--- src/rtl/div_pkg.sv ---
// div_pkg: shared definitions for the divide sequencer.
//   - state_t     : controller states
//   - DIV_WIDTH   : default datapath width
//   - SEL_LO/HI   : HI/LO select encodings for rd_sel / wr_sel
package div_pkg;

    localparam int DIV_WIDTH = 32;

    localparam logic SEL_LO = 1'b0;
    localparam logic SEL_HI = 1'b1;

    typedef enum logic [2:0] {
        S_IDLE   = 3'd0,
        S_LAUNCH = 3'd1,
        S_WAIT   = 3'd2,
        S_EXC    = 3'd3,
        S_DONE   = 3'd4
    } state_t;

endpackage

--- src/rtl/hilo_regs.sv ---
// hilo_regs: architectural HI/LO storage.
// Ports:
//   clock, reset             : clock and synchronous active-high reset
//   commit, commit_hi/lo     : divider result write (wins over wr_*)
//   wr_en, wr_sel, wr_data   : mthi/mtlo write port (already qualified by caller)
//   rd_sel, rd_data          : combinational read mux
//   hi, lo                   : register contents
module hilo_regs
    import div_pkg::*;
#(
    parameter int WIDTH = DIV_WIDTH
) (
    input  logic             clock,
    input  logic             reset,
    input  logic             commit,
    input  logic [WIDTH-1:0] commit_hi,
    input  logic [WIDTH-1:0] commit_lo,
    input  logic             wr_en,
    input  logic             wr_sel,
    input  logic [WIDTH-1:0] wr_data,
    input  logic             rd_sel,
    output logic [WIDTH-1:0] rd_data,
    output logic [WIDTH-1:0] hi,
    output logic [WIDTH-1:0] lo
);

    logic [WIDTH-1:0] hi_q, hi_d;
    logic [WIDTH-1:0] lo_q, lo_d;

    always_comb begin
        hi_d = hi_q;
        lo_d = lo_q;
        if (commit) begin
            hi_d = commit_hi;
            lo_d = commit_lo;
        end else if (wr_en) begin
            if (wr_sel == SEL_HI) hi_d = wr_data;
            else                  lo_d = wr_data;
        end
    end

    always_ff @(posedge clock) begin
        if (reset) begin
            hi_q <= '0;
            lo_q <= '0;
        end else begin
            hi_q <= hi_d;
            lo_q <= lo_d;
        end
    end

    assign hi      = hi_q;
    assign lo      = lo_q;
    assign rd_data = (rd_sel == SEL_HI) ? hi_q : lo_q;

endmodule

--- src/rtl/div_sequencer.sv ---
// div_sequencer: control between the CPU and an external divider.
// Launches the divider with a one-cycle div_start pulse and held operands,
// rejects a zero divisor without launching, guards the wait with a
// watchdog, and commits the result into HI/LO.
// Ports:
//   clock, reset                     : clock, synchronous active-high reset
//   op_start, op_a, op_b             : divide request (taken only in IDLE)
//   div_start, div_a, div_b          : divider launch and operands
//   div_lo, div_hi, div_done, div_zero : divider result/status
//   busy, done, div0_exc, timeout_err : status to the pipeline
//   rd_sel, rd_data                  : mfhi/mflo read
//   wr_en, wr_sel, wr_data           : mthi/mtlo write (IDLE only)
//   hi, lo                           : architectural HI/LO
module div_sequencer
    import div_pkg::*;
#(
    parameter int WIDTH   = DIV_WIDTH,
    parameter int TIMEOUT = 40
) (
    input  logic             clock,
    input  logic             reset,
    input  logic             op_start,
    input  logic [WIDTH-1:0] op_a,
    input  logic [WIDTH-1:0] op_b,
    output logic             div_start,
    output logic [WIDTH-1:0] div_a,
    output logic [WIDTH-1:0] div_b,
    input  logic [WIDTH-1:0] div_lo,
    input  logic [WIDTH-1:0] div_hi,
    input  logic             div_done,
    input  logic             div_zero,
    output logic             busy,
    output logic             done,
    output logic             div0_exc,
    output logic             timeout_err,
    input  logic             rd_sel,
    output logic [WIDTH-1:0] rd_data,
    input  logic             wr_en,
    input  logic             wr_sel,
    input  logic [WIDTH-1:0] wr_data,
    output logic [WIDTH-1:0] hi,
    output logic [WIDTH-1:0] lo
);

    localparam int CW = (TIMEOUT > 1) ? $clog2(TIMEOUT) : 1;
    localparam logic [CW-1:0] CNT_LAST = CW'(TIMEOUT - 1);

    state_t           state_q, state_d;
    logic [CW-1:0]    cnt_q, cnt_d;
    logic [WIDTH-1:0] a_q, a_d;
    logic [WIDTH-1:0] b_q, b_d;
    logic             tout_q, tout_d;
    logic             commit;
    logic             wr_en_idle;

    always_comb begin
        state_d = state_q;
        cnt_d   = cnt_q;
        a_d     = a_q;
        b_d     = b_q;
        tout_d  = tout_q;
        commit  = 1'b0;
        case (state_q)
            S_IDLE: begin
                if (op_start) begin
                    if (op_b != '0) begin
                        state_d = S_LAUNCH;
                        a_d     = op_a;
                        b_d     = op_b;
                    end else begin
                        state_d = S_EXC;
                    end
                end
            end
            S_LAUNCH: begin
                state_d = S_WAIT;
                cnt_d   = '0;
            end
            S_WAIT: begin
                // A zero report from the divider overrides a simultaneous done.
                if (div_zero) begin
                    state_d = S_EXC;
                end else if (div_done) begin
                    state_d = S_DONE;
                    commit  = 1'b1;
                end else if (cnt_q == CNT_LAST) begin
                    state_d = S_IDLE;
                    tout_d  = 1'b1;
                end else begin
                    cnt_d = cnt_q + CW'(1);
                end
            end
            S_EXC:   state_d = S_IDLE;
            S_DONE:  state_d = S_IDLE;
            default: state_d = S_IDLE;
        endcase
    end

    always_ff @(posedge clock) begin
        if (reset) begin
            state_q <= S_IDLE;
            cnt_q   <= '0;
            a_q     <= '0;
            b_q     <= '0;
            tout_q  <= 1'b0;
        end else begin
            state_q <= state_d;
            cnt_q   <= cnt_d;
            a_q     <= a_d;
            b_q     <= b_d;
            tout_q  <= tout_d;
        end
    end

    assign div_start   = (state_q == S_LAUNCH);
    assign busy        = (state_q != S_IDLE);
    assign done        = (state_q == S_DONE);
    assign div0_exc    = (state_q == S_EXC);
    assign timeout_err = tout_q;
    assign div_a       = a_q;
    assign div_b       = b_q;

    // Architectural writes are only legal while no division is in flight.
    assign wr_en_idle = wr_en && (state_q == S_IDLE);

    hilo_regs #(.WIDTH(WIDTH)) u_hilo (
        .clock     (clock),
        .reset     (reset),
        .commit    (commit),
        .commit_hi (div_hi),
        .commit_lo (div_lo),
        .wr_en     (wr_en_idle),
        .wr_sel    (wr_sel),
        .wr_data   (wr_data),
        .rd_sel    (rd_sel),
        .rd_data   (rd_data),
        .hi        (hi),
        .lo        (lo)
    );

endmodule

--- config.mk ---
export PLATFORM = sky130hd
export DESIGN_NAME = div_sequencer
export DESIGN_NICKNAME = d
export VERILOG_FILES = /design/src/rtl/div_pkg.sv /design/src/rtl/hilo_regs.sv /design/src/rtl/div_sequencer.sv
export SDC_FILE = /design/constraint.sdc
export NUM_CORES = 1
export LEC_CHECK = 0
export CORE_ASPECT_RATIO = 0.75
export CORE_MARGIN = 2
export CORE_UTILIZATION = 30
export CTS_CLUSTER_DIAMETER = 100
export DETAILED_ROUTE_END_ITERATION = 10
export PLACE_DENSITY_LB_ADDON = 0.25
export REMOVE_ABC_BUFFERS = 1
export SYNTH_ARGS = -nofsm -noshare
export SYNTH_HDL_FRONTEND = slang
export SYNTH_HIERARCHICAL = 1
export SYNTH_SLANG_ARGS = --single-unit
--- constraint.sdc ---
create_clock -name clock -period 4.3 [get_ports clock]
set_input_delay 0.645 -clock clock [delete_from_list [all_inputs] [get_ports clock]]
set_output_delay 0.645 -clock clock [all_outputs]
set_load 0.01 [all_outputs]
==> results of run 1 <==
critical path, cell delays in order:
cell and delay [ns]:
clkdlybuf4s50_1 0.45, buf_4 0.39, mux2_2 0.39, clkdlybuf4s50_1 0.50
area by class of cell:
type	count	area share, %
antenna	1	0.0224
clock buffer	25	4.52
clock inverter	6	1.20
inverter	68	2.30
multi-input combinational	480	32.9
sequential	138	24.7
tap	300	3.36
timing repair buffer	346	31.0
state kept, by name, summed over array words and instances, names as in the netlist:
signal / count
timeout_err: 1
u_hilo/hi: 32
u_hilo/lo: 32
state_q: 3
div_b: 32
cnt_q: 6
div_a: 32
per-stage QoR:
stage	std cells	hold WS [ns]	power (µW)
finish	1364	0.457	3930
global route	1364	0.468	4120
CTS	1363	0.459	3990
detailed placement	1332	0.446	2360
global placement	1332	0.442	2350
floorplan	686	0.444	1850
power groups by stage:
stage	Clock (µW)	Combinational, µW	Sequential, µW
finish	1600	872	1450
detailed placement	0	878	1480
CTS	1660	882	1450
floorplan	0	346	1510
global route	1710	939	1470
global placement	0	871	1480
path summary, 6_finish.rpt:
kind	from	endpoint	slack [ns]	depth (start not counted)
setup / recovery	rd_sel	rd_data[6]	1.26	4
hold / removal	div_a[30]	div_a[30]	0.46	2
setup reg to reg	state_q[2]	u_hilo/hi[14]	1.78	6
hold reg to reg	div_a[30]	div_a[30]	0.46	2
kinds of logic after synthesis:
kind of cell	count (synthesis)	synth area share, %
adder cells (fa/ha/maj)	1	0.175
AND/OR/NAND/NOR	301	21.7
multiplexers	100	14.6
flip-flops	138	38.7
buffers and inverters	139	9.95
AO/OA/AOI/OAI	78	14.9
per-layer routing:
layer / part of all wire [%] / GRT usage [%] / up-vias
met1: 46 / 23.5 / 3063
met5: 0.043 / 0 / -
li1: - / - / 3260
met3: 4.5 / 4.68 / 31
met4: 2.1 / 6.59 / 2
met2: 47 / 28.9 / 162
synth_stat cells, drive strengths merged, types with 2 or more instances:
cell | count | area share, %
dfxtp | 138 | 39
nand2 | 134 | 7.1
nor3 | 131 | 11
inv | 68 | 3.6
mux2i | 68 | 9.5
a2111oi | 65 | 14
buf | 44 | 4.9
mux2 | 32 | 5.1
clkbuf | 27 | 1.5
nor4 | 9 | 0.79
a21oi | 5 | 0.35
nand3 | 4 | 0.28
and2 | 3 | 0.26
nand2b | 3 | 0.26
nor2 | 3 | 0.16
or3 | 3 | 0.26
and3 | 2 | 0.18
nand4 | 2 | 0.18
o211a | 2 | 0.28
layout by cell type, fill, tap and decap left out, drive strengths merged:
| master | instances |
|---|---|
| diode | 1 |
| nand3 | 4 |
| nor4b | 1 |
| a2111oi | 65 |
| o21ai | 1 |
| nand4b | 1 |
| or2 | 1 |
| nand3b | 1 |
| o211a | 2 |
| nand2b | 3 |
| a21boi | 1 |
| nand2 | 134 |
| and3 | 2 |
| a31oi | 1 |
| mux2i | 68 |
| nor2b | 1 |
| inv | 67 |
| nor3 | 131 |
| ha | 1 |
| nor4 | 9 |
| nor3b | 1 |
| clkbuf | 25 |
| or3 | 3 |
| and2 | 3 |
| o221a | 1 |
| dfxtp | 138 |
| bufinv | 4 |
| clkinv | 3 |
| nor2 | 3 |
| buf | 15 |
| o211ai | 1 |
| mux2 | 32 |
| and3b | 1 |
| nand4 | 2 |
| o31a | 1 |
| a21oi | 5 |
| clkdlybuf4s50 | 331 |
==> results.toml, run 1 <==
[run_status]
outcome = "completed"

[route]
vias_per_cell = 4.78
wl_per_cell_um = 17.1
drc_errors = 0
drt_pass1_iterations = 5
vias = 6518
drt_iter0_drc = 297
antenna_left = 0
wl_mm = 23.3

[cells_and_area]
drive_gt1_share_pct = 16.5
seq_area_um2 = 2760
nets = 1220
area_growth_pct = 56.7
multi_input_area_um2 = 3670
fillers = 2174
design_area_um2 = 11200
fin_util_pct = 48.2

[run]
max_cap_viol_count = 0

[power]
powerDensity_nw_per_um2 = 352
p_leak_uw = 0.00426
p_sw_uw = 1000
switching_share_pct = 25.5
pwr-share-seq_pct = 37.0
ir_drop_mv = 0.263
pwr-share-clk_pct = 40.8
p_int_uw = 2930
p_comb_share_pct = 22.2

[timing]
max_slew.worst_pin.slew_ns = 0.942
finalMaxSlewViolations = 0
min_period_ns = 3.04
finalHoldViolations = 0
period_share_pct = 70.7
slew_headroom_pct = 37.2
fmax_mhz = 329
tns_ns = 0
setup_ws_ns = 1.26
setup_violations = 0
finClkSkew_ns = 0.00513
rsz0062_at_grt = "no"

[global_route]
grt_first_pass_wirelength_mm = 35.1
antenna_found_initial = 2
track_usage_pct = 18.0
grt_pass1_vias = 6282
grt_max_degree = 66
globalRouteOverflowTotal = 0

[setup_path]
end_kind = "primary output"
cp.required_ns = 3.65
crit_fanout = 32
crit_type = "in -> out"
arrival_ns = 2.39
startpoint_type = "input port"

[cts]
cts_made_buffers = 17
cts_resized = 0
htreeDepth = 4
path_clk_slew_ns = 0.06
postCtsSetupRepairBufs = 0
clock_sinks = 138
cts_tree = "yes"
clockBufferDepth = 2
root_buffer = "clkbuf_16"
clkLatencyLatePin_ns = 0.42
cts_hold_buffers = 0

[synth]
syn_area_um2 = 7130
ys.flop_type = "dfxtp_1"
async_flop_share_pct = 0
synth.distinct_cells = 40
ys_ff_latch = 138
syn_area_per_cell_um2 = 9.42
syn-instance-count = 757
ys_warn_count = 6
synth_edf_count = 0
ys_seq_area_share_pct = 38.7

[floorplan]
fp.dieW_um = 182
die-area_um2 = 25000
initial_core_util_pct = 30.8
die_h_um = 138
core_area_um2 = 23200
io_pins = 333
num_rows = 48

[min_path]
hold_path_class = "reg -> reg"

[placement]
post_dp_cell_area_um2 = 10500
dp_hpwl_mm = 16.8
io_buffer_count = 332
gp_congestion = 0.813
dp_slack_ns = 1.11
Note: power is estimated with default switching activity, not from simulation.
==> inputs of run 2 (changes only) <==
==> constraint.sdc (replaced) <==
create_clock -name clock -period 2.6 [get_ports clock]
set_input_delay 0.39 -clock clock [delete_from_list [all_inputs] [get_ports clock]]
set_output_delay 0.39 -clock clock [all_outputs]
set_load 0.01 [all_outputs]
==> run 2 against run 1 <==
Against the previous run:
- global-route usage grew 0.074 points
- sequential power rose by 66%
- largest power group unchanged
- clock-buffer cell count fell by 7
- non-clock buffer count increased by 8
- sequential cell count did not move
- final area rose by 1.2%
- via count hardly changed
==> results.toml, run 2 (same netlist as run 1, synthesis figures left out) <==
[setup_path]
critPathTopFamily = "buffers and inverters"
r2r-end = "u_hilo/lo[23]"
slowest_delay_ns = 0.57
startpoint_type = "register"
r2r_cells = 5
cp.required_ns = 2.21
reg2reg_slack_ns = 0.70
end_kind = "primary output"
arrival_ns = 2.07
endpoint = "div_start"
r2r-start = "state_q[1]"
crit_fanout = 9
crit_cells = 4
crit_buf_inv = 2
cpMaxStageDelayCell = "clkdlybuf4s50_1"
crit_chain = "nand2b_1, or2_2, inv_1, clkdlybuf4s50_1"
crit_type = "reg -> out"
critPathLaunch = "state_q[1]"

[cells_and_area]
drive_gt1_share_pct = 17.4
nets = 1228
layout.cells.non_filler = 1373
area_growth_pct = 58.5
layout.cells.most_common = "clkdlybuf4s50_1"
final_cell_mix = "clkdlybuf4s50_1, dfxtp_1, nand2_1, nor3_1, mux2i_1"

[floorplan]
die-area_um2 = 25000
fp.dieW_um = 182
io_pins = 333
core_area_um2 = 23200
initial_core_util_pct = 30.8
num_rows = 48
die_h_um = 138

[route]
wl_mm = 23.3
vias = 6521
vias_per_cell = 4.75
drc_errors = 0
drt_iter0_drc = 271
antenna_left = 0
drt_pass1_iterations = 4
wl_per_cell_um = 17.0

[run_status]
outcome = "completed"

[power]
p_total_uw = 6490
p_leak_uw = 0.00431
ir_drop_mv = 0.427
powerDensity_nw_per_um2 = 574

[timing]
finalMaxSlewViolations = 0
slew_headroom_pct = 65.4
finClkSkew_ns = 0.00998
fmax_mhz = 407
max_slew.worst_pin.slew_ns = 0.519
period_share_pct = 94.5
rsz0062_at_grt = "no"
setup_violations = 0
min_period_ns = 2.46
finalHoldViolations = 0
finalHoldWorstSlack_ns = 0.455

[run]
max_cap_viol_count = 0

[placement]
dp_hpwl_mm = 17.1
io_buffer_count = 332
gp_congestion = 0.766
placed_cells = 1340

[cts]
clock_sinks = 138
clkLatencyLatePin_ns = 0.42
clockBufferDepth = 2
cts_made_buffers = 17
htreeDepth = 4
cts_tree = "yes"
root_buffer = "clkbuf_16"
path_clk_slew_ns = 0.06

[global_route]
grt_first_pass_wirelength_mm = 35.3
grt_pass1_vias = 6306
antenna_found_initial = 2
track_usage_pct = 18.1
grt_max_degree = 74
globalRouteOverflowTotal = 0

[min_path]
hold_path_class = "reg -> reg"
run 2: worst register-to-register path, cell delays in order, from the launching register on:
cell and delay, ns:
dfxtp_1 0.48, nor4b_4 0.27, and2_4 0.30, buf_4 0.35
nor3_1 0.11, a2111oi_2 0.29
run 2: power breakdown:
group	internal (µW)	switching, µW
clock network	1610	996
registers	2280	126
logic	858	617
total	4750	1740
run 2: repair_timing:
action	CTS	global route
setup endpoints to repair	0	1
resized for setup	0	1
hold buffers	0	0
setup buffers	0	0
run 2: how the worst min path moves through the flow:
stage                           end  slack [ns]  cells after the start       from
after CTS                  div_a[2]        0.46                      2   div_a[2]
final                      div_a[4]        0.45                      2   div_a[4]
after global routing       div_a[8]        0.47                      2   div_a[8]
after detailed placement   div_a[2]        0.45                      2   div_a[2]
after global placement    div_b[21]        0.44                      2  div_b[21]
after floorplan            cnt_q[5]        0.44                      2   cnt_q[5]
run 2: layout make-up:
| class | instances | area, µm² |
|---|---|---|
| repair buffers | 354 | 3610 |
| flip-flops and latches | 138 | 2760 |
| multi-input cells | 480 | 3670 |
| inverters | 68 | 256 |
| fillers | 2171 | 11900 |
| clock buffers | 18 | 429 |
| diodes | 1 | 2.50 |
| clock inverters | 14 | 195 |
| well taps | 300 | 375 |
run 2: metal layers:
metal	global-route usage (%)	routed length, µm
met5	0	14
met1	24.6	10900
met3	4.41	1070
met2	28.7	11100
met4	4.84	296
run 2: metrics by stage:
step	setup TNS, ns	utilization [%]	instance area (µm²)	setup WS, ns
3_3_place_gp	0	46.1	10700	0.168
5_1_grt	0	48.8	11300	0.0136
4_1_cts	0	48.8	11300	0.0606
6_report	0	48.8	11300	0.142
2_1_floorplan	-264.34	-	6680	-3.80
3_5_place_dp	0	46.1	10700	0.123
